<file path="config.mk">
export PLATFORM = sky130hd
export DESIGN_NAME = stack_cpu_ctrl
export DESIGN_NICKNAME = d
export VERILOG_FILES = /design/src/rtl/stack_cpu_pkg.sv /design/src/rtl/stack_depth_cnt.sv /design/src/rtl/stack_cpu_ctrl.sv
export SDC_FILE = /design/constraint.sdc
export NUM_CORES = 1
export LEC_CHECK = 0
export BUFFER_PORTS_ARGS = -buffer_cell sky130_fd_sc_hd__buf_2
export CAP_MARGIN = 20
export CORE_ASPECT_RATIO = 0.8
export CORE_MARGIN = 3
export CORE_UTILIZATION = 40
export DETAILED_ROUTE_END_ITERATION = 10
export PLACE_DENSITY = 0.61
export SYNTH_ARGS = -nofsm -noshare
export SYNTH_HDL_FRONTEND = slang
export SYNTH_SLANG_ARGS = --single-unit
</file>
<file path="constraint.sdc">
create_clock -name clk -period 2 [get_ports clk]
set_input_delay 0.1 -clock clk [delete_from_list [all_inputs] [get_ports clk]]
set_output_delay 0.1 -clock clk [all_outputs]
set_load 0.005 [all_outputs]
</file>
<file path="src/rtl/stack_cpu_pkg.sv">
// Shared definitions for the stack processor controller: opcodes, ALU ops,
// select encodings, FSM states and the per-state control word.
package stack_cpu_pkg;

  localparam logic [2:0] OP_ADD  = 3'b000;
  localparam logic [2:0] OP_SUB  = 3'b001;
  localparam logic [2:0] OP_AND  = 3'b010;
  localparam logic [2:0] OP_NOT  = 3'b011;
  localparam logic [2:0] OP_PUSH = 3'b100;
  localparam logic [2:0] OP_POP  = 3'b101;
  localparam logic [2:0] OP_JMP  = 3'b110;
  localparam logic [2:0] OP_JZ   = 3'b111;

  localparam logic [1:0] ALU_ADD = 2'b00;
  localparam logic [1:0] ALU_SUB = 2'b01;
  localparam logic [1:0] ALU_AND = 2'b10;
  localparam logic [1:0] ALU_NOT = 2'b11;

  localparam logic IORD_PC     = 1'b0;
  localparam logic IORD_IR     = 1'b1;
  localparam logic PC_SRC_INC  = 1'b0;
  localparam logic PC_SRC_IR   = 1'b1;
  localparam logic STK_SRC_MEM = 1'b0;
  localparam logic STK_SRC_ALU = 1'b1;

  typedef enum logic [3:0] {
    S_IF   = 4'd0,
    S_ID   = 4'd1,
    S_POPA = 4'd2,
    S_POPB = 4'd3,
    S_POPN = 4'd4,
    S_EXEC = 4'd5,
    S_PRD  = 4'd6,
    S_PWB  = 4'd7,
    S_PWR  = 4'd8,
    S_JMP  = 4'd9,
    S_JZ   = 4'd10,
    S_ERR  = 4'd11
  } state_t;

  typedef struct packed {
    logic       iord;
    logic       mem_read;
    logic       mem_write;
    logic       ir_write;
    logic       pc_write;
    logic       pc_src;
    logic       a_load;
    logic       b_load;
    logic [1:0] alu_op;
    logic       stack_push;
    logic       stack_pop;
    logic       stack_src;
    logic       halted;
  } ctrl_t;

  localparam ctrl_t CTRL_IDLE = '0;

  // Control word for the state being entered; op and tos_zero are the values
  // seen on the transition edge (IR and TOS are stable across ID).
  function automatic ctrl_t ctrl_for(input state_t st, input logic [2:0] op,
                                     input logic tos_zero);
    ctrl_t c;
    c = CTRL_IDLE;
    case (st)
      S_IF: begin
        c.iord     = IORD_PC;
        c.mem_read = 1'b1;
        c.ir_write = 1'b1;
        c.pc_write = 1'b1;
        c.pc_src   = PC_SRC_INC;
      end
      S_POPA, S_POPN: begin
        c.stack_pop = 1'b1;
        c.a_load    = 1'b1;
      end
      S_POPB: begin
        c.stack_pop = 1'b1;
        c.b_load    = 1'b1;
      end
      S_EXEC: begin
        c.stack_push = 1'b1;
        c.stack_src  = STK_SRC_ALU;
        c.alu_op     = op[1:0];
      end
      S_PRD: begin
        c.iord     = IORD_IR;
        c.mem_read = 1'b1;
      end
      S_PWB: begin
        c.stack_push = 1'b1;
        c.stack_src  = STK_SRC_MEM;
      end
      S_PWR: begin
        c.iord      = IORD_IR;
        c.mem_write = 1'b1;
        c.stack_pop = 1'b1;
      end
      S_JMP: begin
        c.pc_write = 1'b1;
        c.pc_src   = PC_SRC_IR;
      end
      S_JZ: begin
        c.pc_write = tos_zero;
        c.pc_src   = PC_SRC_IR;
      end
      S_ERR:   c.halted = 1'b1;
      default: c = CTRL_IDLE;
    endcase
    return c;
  endfunction

endpackage

</file>
<file path="src/rtl/stack_depth_cnt.sv">
// Up/down stack occupancy counter with empty / at-least-two / full flags.
module stack_depth_cnt #(
  parameter int STACK_DEPTH = 8,
  parameter int DEPTH_W     = 4
) (
  input  logic               clk,
  input  logic               rst,
  input  logic               push,
  input  logic               pop,
  output logic [DEPTH_W-1:0] depth,
  output logic               empty,
  output logic               ge2,
  output logic               full
);

  localparam logic [DEPTH_W-1:0] DEPTH_MAX = DEPTH_W'(STACK_DEPTH);

  logic [DEPTH_W-1:0] depth_reg, depth_next;

  // Saturating at both ends keeps the counter sane even if a caller misbehaves.
  always_comb begin
    depth_next = depth_reg;
    if (push && depth_reg != DEPTH_MAX)
      depth_next = depth_reg + DEPTH_W'(1);
    else if (pop && depth_reg != '0)
      depth_next = depth_reg - DEPTH_W'(1);
  end

  always_ff @(posedge clk) begin
    if (rst)
      depth_reg <= '0;
    else
      depth_reg <= depth_next;
  end

  assign depth = depth_reg;
  assign empty = (depth_reg == '0);
  assign ge2   = (depth_reg >= DEPTH_W'(2));
  assign full  = (depth_reg == DEPTH_MAX);

endmodule

</file>
<file path="src/rtl/stack_cpu_ctrl.sv">
// Multicycle Moore controller for the 8-bit stack processor: fetch, decode
// with stack-depth checks, execute, and a sticky ERR state on stack faults.
module stack_cpu_ctrl
  import stack_cpu_pkg::*;
#(
  parameter int STACK_DEPTH = 8,
  parameter int DEPTH_W     = 4
) (
  input  logic               clk,
  input  logic               rst,
  input  logic [2:0]         opcode,
  input  logic               tos_zero,
  output logic               iord,
  output logic               mem_read,
  output logic               mem_write,
  output logic               ir_write,
  output logic               pc_write,
  output logic               pc_src,
  output logic               a_load,
  output logic               b_load,
  output logic [1:0]         alu_op,
  output logic               stack_push,
  output logic               stack_pop,
  output logic               stack_src,
  output logic [DEPTH_W-1:0] depth,
  output logic               halted
);

  state_t             state_reg, state_next;
  ctrl_t              ctrl_reg;
  ctrl_t              ctrl_out;
  logic [DEPTH_W-1:0] depth_cnt;
  logic               empty, ge2, full;

  stack_depth_cnt #(
    .STACK_DEPTH(STACK_DEPTH),
    .DEPTH_W    (DEPTH_W)
  ) u_depth (
    .clk  (clk),
    .rst  (rst),
    .push (ctrl_out.stack_push),
    .pop  (ctrl_out.stack_pop),
    .depth(depth_cnt),
    .empty(empty),
    .ge2  (ge2),
    .full (full)
  );

  always_comb begin
    state_next = state_reg;
    case (state_reg)
      S_IF: state_next = S_ID;
      S_ID: begin
        case (opcode)
          OP_ADD, OP_SUB, OP_AND: state_next = ge2 ? S_POPA : S_ERR;
          OP_NOT:  state_next = empty ? S_ERR : S_POPN;
          OP_PUSH: state_next = full ? S_ERR : S_PRD;
          OP_POP:  state_next = empty ? S_ERR : S_PWR;
          OP_JMP:  state_next = S_JMP;
          OP_JZ:   state_next = empty ? S_ERR : S_JZ;
          default: state_next = S_ERR;
        endcase
      end
      S_POPA: state_next = S_POPB;
      S_POPB: state_next = S_EXEC;
      S_POPN: state_next = S_EXEC;
      S_EXEC: state_next = S_IF;
      S_PRD:  state_next = S_PWB;
      S_PWB:  state_next = S_IF;
      S_PWR:  state_next = S_IF;
      S_JMP:  state_next = S_IF;
      S_JZ:   state_next = S_IF;
      S_ERR:  state_next = S_ERR;
      default: state_next = S_ERR;
    endcase
  end

  // Outputs are registered alongside the state, so they belong to the state
  // being entered rather than the one being left.
  always_ff @(posedge clk) begin
    if (rst) begin
      state_reg <= S_IF;
      ctrl_reg  <= ctrl_for(S_IF, opcode, tos_zero);
    end else begin
      state_reg <= state_next;
      ctrl_reg  <= ctrl_for(state_next, opcode, tos_zero);
    end
  end

  // Reset silences every strobe immediately, including the cycle rst rises.
  assign ctrl_out = rst ? CTRL_IDLE : ctrl_reg;

  assign iord       = ctrl_out.iord;
  assign mem_read   = ctrl_out.mem_read;
  assign mem_write  = ctrl_out.mem_write;
  assign ir_write   = ctrl_out.ir_write;
  assign pc_write   = ctrl_out.pc_write;
  assign pc_src     = ctrl_out.pc_src;
  assign a_load     = ctrl_out.a_load;
  assign b_load     = ctrl_out.b_load;
  assign alu_op     = ctrl_out.alu_op;
  assign stack_push = ctrl_out.stack_push;
  assign stack_pop  = ctrl_out.stack_pop;
  assign stack_src  = ctrl_out.stack_src;
  assign halted     = ctrl_out.halted;
  assign depth      = rst ? '0 : depth_cnt;

endmodule

</file>
=== Word level (Yosys, flattened, before mapping) ===
Cells that the tools add are included.

* Register bits after elaboration: 22
* Input bits: 6

* Add/subtract/negate cells: 2
* Magnitude comparators: 1
* Equality and inequality tests: 29
* Muxes and demuxes: 22
* Bitwise gates (word level): 1
* Reductions and logical operators: 17

{| class="wikitable"
|+ Operators by type and width
! operator !! count
|-
| $pmux 4 s6 || 2
|-
| $eq 4x3->1 const B || 8
|-
| $eq 4x4->1 const B || 8
|-
| $mux 4 || 6
|-
| $eq 4x2->1 const B || 4
|-
| $mux 14 || 1
|-
| $eq 3x3->1 const B || 4
|-
| $logic_not 4->1 || 3
|-
| $reduce_or 2->1 || 6
|-
| $mux 1 || 11
|-
| $eq 3x2->1 const B || 2
|-
| $pmux 2 s3 || 1
|-
| $reduce_or 5->1 || 1
|-
| $add 4x1->4 const B || 1
|-
| $eq 4x1->1 const B || 1
|-
| $ge 4x2->1 const B || 1
|-
| $ne 4x4->1 const B || 1
|-
| $reduce_bool 4->1 || 1
|-
| $reduce_or 4->1 || 1
|-
| $sub 4x1->4 const B || 1
|-
| $eq 3x1->1 const B || 1
|-
| $logic_not 3->1 || 1
|-
| $reduce_or 3->1 || 1
|-
| $logic_and 1x1->1 || 2
|-
| 3 further kinds || 3
|}

=== Longest topological paths before layout ===
* Depth in word-level cells: 7
* Gate-level depth with buffers: 9
* Mapped depth without buffers: 9

=== Hierarchy ===
Synthesis repeated with hierarchy kept, for this count alone.

* Cells, all modules: 131
* Area total of the unflattened synthesis: 1189.9 um^2

{| class="wikitable"
|+ Modules (own cells, without submodules)
! module !! instances !! cells an instance !! area each (um^2) !! sequential area each (um^2)
|-
| stack_cpu_ctrl || 1 || 99 || 892.1 || 360.3
|-
| stack_depth_cnt || 1 || 32 || 297.8 || 80.1
|}

=== Worst setup path after synthesis ===
Ideal clock, no wire load.

* Kind: reg-to-reg
* From: register u_depth.depth_reg[0] (netlist: u_depth.depth[0])
* To: register u_depth.depth_reg[3] (netlist: u_depth.depth[3])
* Data arrival time: 2.065 ns
* Data required time: 1.878 ns
* Setup slack: -0.187 ns
* Cell stages (with the launch flop): 10
* Clock period less this slack: 2.187 ns
* Cells stage by stage: dfxtp_1 -> or4b_4 -> nand2_1 -> ha_1 -> a21o_1 -> a21oi_1 -> nand2_1 -> nor2_1 -> o21ai_0 -> o311a_1

* Longest elaborated chain between the ends: 3
* Elaborated cells on any way between the ends: 9

{| class="wikitable"
|+ Ends and longest elaborated chain
! item !! RTL line !! RTL
|-
| start, declared || stack_depth_cnt.sv:18 || <nowiki>logic [DEPTH_W-1:0] depth_reg, depth_next;</nowiki>
|-
| start signal, assigned || stack_depth_cnt.sv:33 || <nowiki>depth_reg <= depth_next;</nowiki>
|-
| $sub 4x1->4, or another cell as far along || stack_depth_cnt.sv:26 || <nowiki>depth_next = depth_reg - DEPTH_W'(1);</nowiki>
|-
| $mux 4, or another cell as far along || stack_depth_cnt.sv:25 || <nowiki>else if (pop && depth_reg != '0)</nowiki>
|-
| $mux 4 / $reduce_bool 2->1 (equally long branches) || - ||
|}

Parallel ways exist; a longest one is shown, timed or not. The select of a mux whose other input is x is not followed.
A chain may end at the register's enable or synchronous reset.

=== Final worst setup path ===
Ends and elaborated chain as after synthesis.

==> flow_metrics.env <==
export IMPL_via_count=1156
export IMPL_clkTransAtPathRegs_ns=0.08
export IMPL_rsz0062_at_grt="true"
export IMPL_synth_avg_cell_area_sq_um=9.04
export IMPL_max_cap_violations=0
export IMPL_crit_slowest_cell="or4b_4"
export IMPL_crit_chain="or4b_4, nand2_4, ha_4, a21o_1, a21oi_2, buf_4, nor3b_1, o21ai_1, o311a_1"
export IMPL_gp_congestion=0.814
export IMPL_cp_top_family="simple AND/OR/NAND/NOR gates"
export IMPL_finalWirelength_microns=2880
export IMPL_ios=24
export IMPL_rr_endpoint="u_depth.depth[3]"
export IMPL_instances_no_fill=228
export IMPL_slowest_delay_ns=0.56
export IMPL_core_sq_mm=0.00283
export IMPL_power_density_mw_per_mm2=1260
export IMPL_fin_crit_sh_pct=101
export IMPL_yosysWarnings=0
export IMPL_holdPathStages=2
export IMPL_via_per_inst=5.07
export IMPL_leakagePower_nw=0.791
export IMPL_largest_register_ffs=14
export IMPL_detail_route_wl_per_cell_microns=12.6
export IMPL_synth_fp_nets=144
export IMPL_hold_end="ctrl_reg[4]"
export IMPL_rr_startpoint="u_depth.depth[0]"
export IMPL_worstPathRequired_ns=2.21
export IMPL_worstPathArrival_ns=2.24
export IMPL_num_rows=17
export IMPL_postRouteAntennaNets=0
export IMPL_synthFlopType="dfxtp_1"
export IMPL_path_max_fanout=5
export IMPL_ys_seq_elements=22
export IMPL_reg2reg_slack_ns=-0.03
export IMPL_reg2regPathDepth=9
export IMPL_period_needed_ns=2.03
export IMPL_hold_violations=0
export IMPL_first_pass_iters=4
export IMPL_cp_num_buf_inv=1
export IMPL_fin_nets=200
export IMPL_synthArstFlopShare_pct=0
export IMPL_io_buffers=23
export IMPL_cts_tree="yes"
export IMPL_critical_path_class="reg -> reg"
export IMPL_die_width_microns=67.7
export IMPL_post_dp_hpwl_microns=2080
export IMPL_worstSetupPathDepth=9
export IMPL_dp_cells=218
export IMPL_drt_iter0_drc=39
export IMPL_relSlewSlack_pct=62.4
export IMPL_grt_pass1_vias=1045
export IMPL_min_delay_start="opcode[0]"
export IMPL_area_growth_pct=45.4
export IMPL_final_common_cell="buf_4"
export IMPL_endpoint_kind="flip-flop"
export IMPL_clock_latency_ns=0.27
export IMPL_synth_edff_count=0
export IMPL_numCtsBuffers=3
export IMPL_clock_skew_ns=0.00607
export IMPL_n_antenna_cell=0
export IMPL_final_cell_mix="32 x buf_4, 23 x buf_2, 20 x nor2b_1"
export IMPL_worst_pin_slew_ns=0.557
export IMPL_clockBufferDepth=2
export IMPL_cts_sinks=22
export IMPL_setup_viol=2
export IMPL_htreeDepth=1
export IMPL_final_fill_count=250
export IMPL_cts_root_buf="clkbuf_8"
export IMPL_worst_slack_ns=-0.0257
export IMPL_grt_pass1_wl_microns=4750
export IMPL_overflow=0
export IMPL_dieArea_sq_mm=0.00375
export IMPL_ys_seq_area_share_pct=36.1
export IMPL_ir_drop_uv=621
export IMPL_start_util_pct=43.1
export IMPL_slew_viol_final=0
export IMPL_stdcell_area_sq_mm=0.00177
export IMPL_startpoint_type="flip-flop"
export IMPL_grt_use_total_pct=16.4
export IMPL_placed_cell_area_sq_mm=0.00157
export IMPL_synth_cell_types=46
export IMPL_min_path_type="in -> reg"
export IMPL_syn_area_sq_mm=0.00122
export IMPL_antenna_found_initial=0
export IMPL_violations="setup timing"
export IMPL_syn_inst=135
export IMPL_die_y_microns=55.4
export IMPL_status="complete, but fails checks"
export IMPL_fmax_ghz=0.494
export IMPL_crit_start="u_depth.depth[0]"
export IMPL_grt_max_degree=31
export IMPL_drc=0
export IMPL_layout_drive_gt1_share_pct=49.5
synthesized netlist by cell type (2+ instances only):
master     n  share of area (%)
a21o_1     2                1.2
buf_6      2                1.8
dfxtp_1   22                 36
clkbuf_1   3               0.92
inv_1      6                1.8
nand2_1    5                1.5
nor3_1     6                2.5
nand3_1    2               0.82
or4b_4     2                2.3
a21oi_2    2                1.4
nor2_1    17                5.2
ha_1       2                2.1
a21oi_1    4                1.6
o21ai_0    4                1.6
nor2b_1   21                 11
a211oi_1   3                1.8
xnor2_1    3                2.2
power by group:
group          internal (mW)  leakage (nW)  total [mW]  switching (mW)
combinational          0.711         0.580        1.32           0.613
clock                  0.176        0.0288       0.320           0.144
sequential             0.551         0.182       0.598          0.0469
cell families after synthesis:
kind of cell | synth area share (%)
xor+xnor | 2.87
flops | 36.1
simple gates | 32.2
buf+inv | 5.02
fa+ha+maj | 3.69
mux | 0.821
compound gates | 19.3
per-layer routing:
metal / vias to the layer above / GRT usage, % / share of wire (%)
li1: 578 / - / -
met1: 538 / 22.2 / 45
met3: 7 / 4.27 / 5.7
met2: 33 / 25.0 / 47
met5: - / 0 / 0
met4: 0 / 5.78 / 1.5
through the flow:
stage / setup TNS (ns) / util [%] / hold WS, ns / setup WS, ns / total power [mW]
2_1_floorplan: -0.0448 / - / 0.222 / -0.0252 / 1.34
3_3_place_gp: -0.0805 / 55.5 / 0.376 / -0.0395 / 1.74
3_5_place_dp: -0.218 / 55.5 / 0.376 / -0.115 / 1.78
4_1_cts: -0.211 / 59.8 / 0.0925 / -0.110 / 2.16
5_1_grt: -0.542 / 62.7 / 0.149 / -0.117 / 2.42
6_report: -0.0388 / 62.7 / 0.136 / -0.0257 / 2.24
worst max path at each step:
stage          slack, ns                to
6_report           -0.03  u_depth.depth[3]
5_1_grt            -0.12  u_depth.depth[3]
4_1_cts            -0.11  u_depth.depth[3]
3_5_place_dp       -0.11  u_depth.depth[3]
3_3_place_gp       -0.04  u_depth.depth[3]
2_1_floorplan      -0.03  u_depth.depth[3]
cell type report:
type / instances / area, sq um / share of cell area, %
multi-input cells: 101 / 822 / 46.3
flip-flops and latches: 22 / 449 / 25.3
repair buffers: 57 / 378 / 21.3
clock buffers: 4 / 55.1 / 3.10
well taps: 38 / 47.5 / 2.68
inverters: 6 / 22.5 / 1.27
worst register-to-register path, cell delays in order (launching register included):
cell,delay (ns)
dfxtp_4,0.36
or4b_4,0.56
nand2_4,0.09
ha_4,0.19
a21o_1,0.16
a21oi_2,0.16
buf_4,0.14
nor3b_1,0.04
o21ai_1,0.12
o311a_1,0.16
what timing repair did:
action,4_1_cts,5_1_grt
setup buffers,4,2
pin swaps,13,6
gates cloned,0,0
hold buffers,0,0
endpoints found under the setup margin,6,14
gates resized for setup,8,17
endpoints found under the hold margin,0,0
No activity file was read; power rests on OpenSTA's default activity.
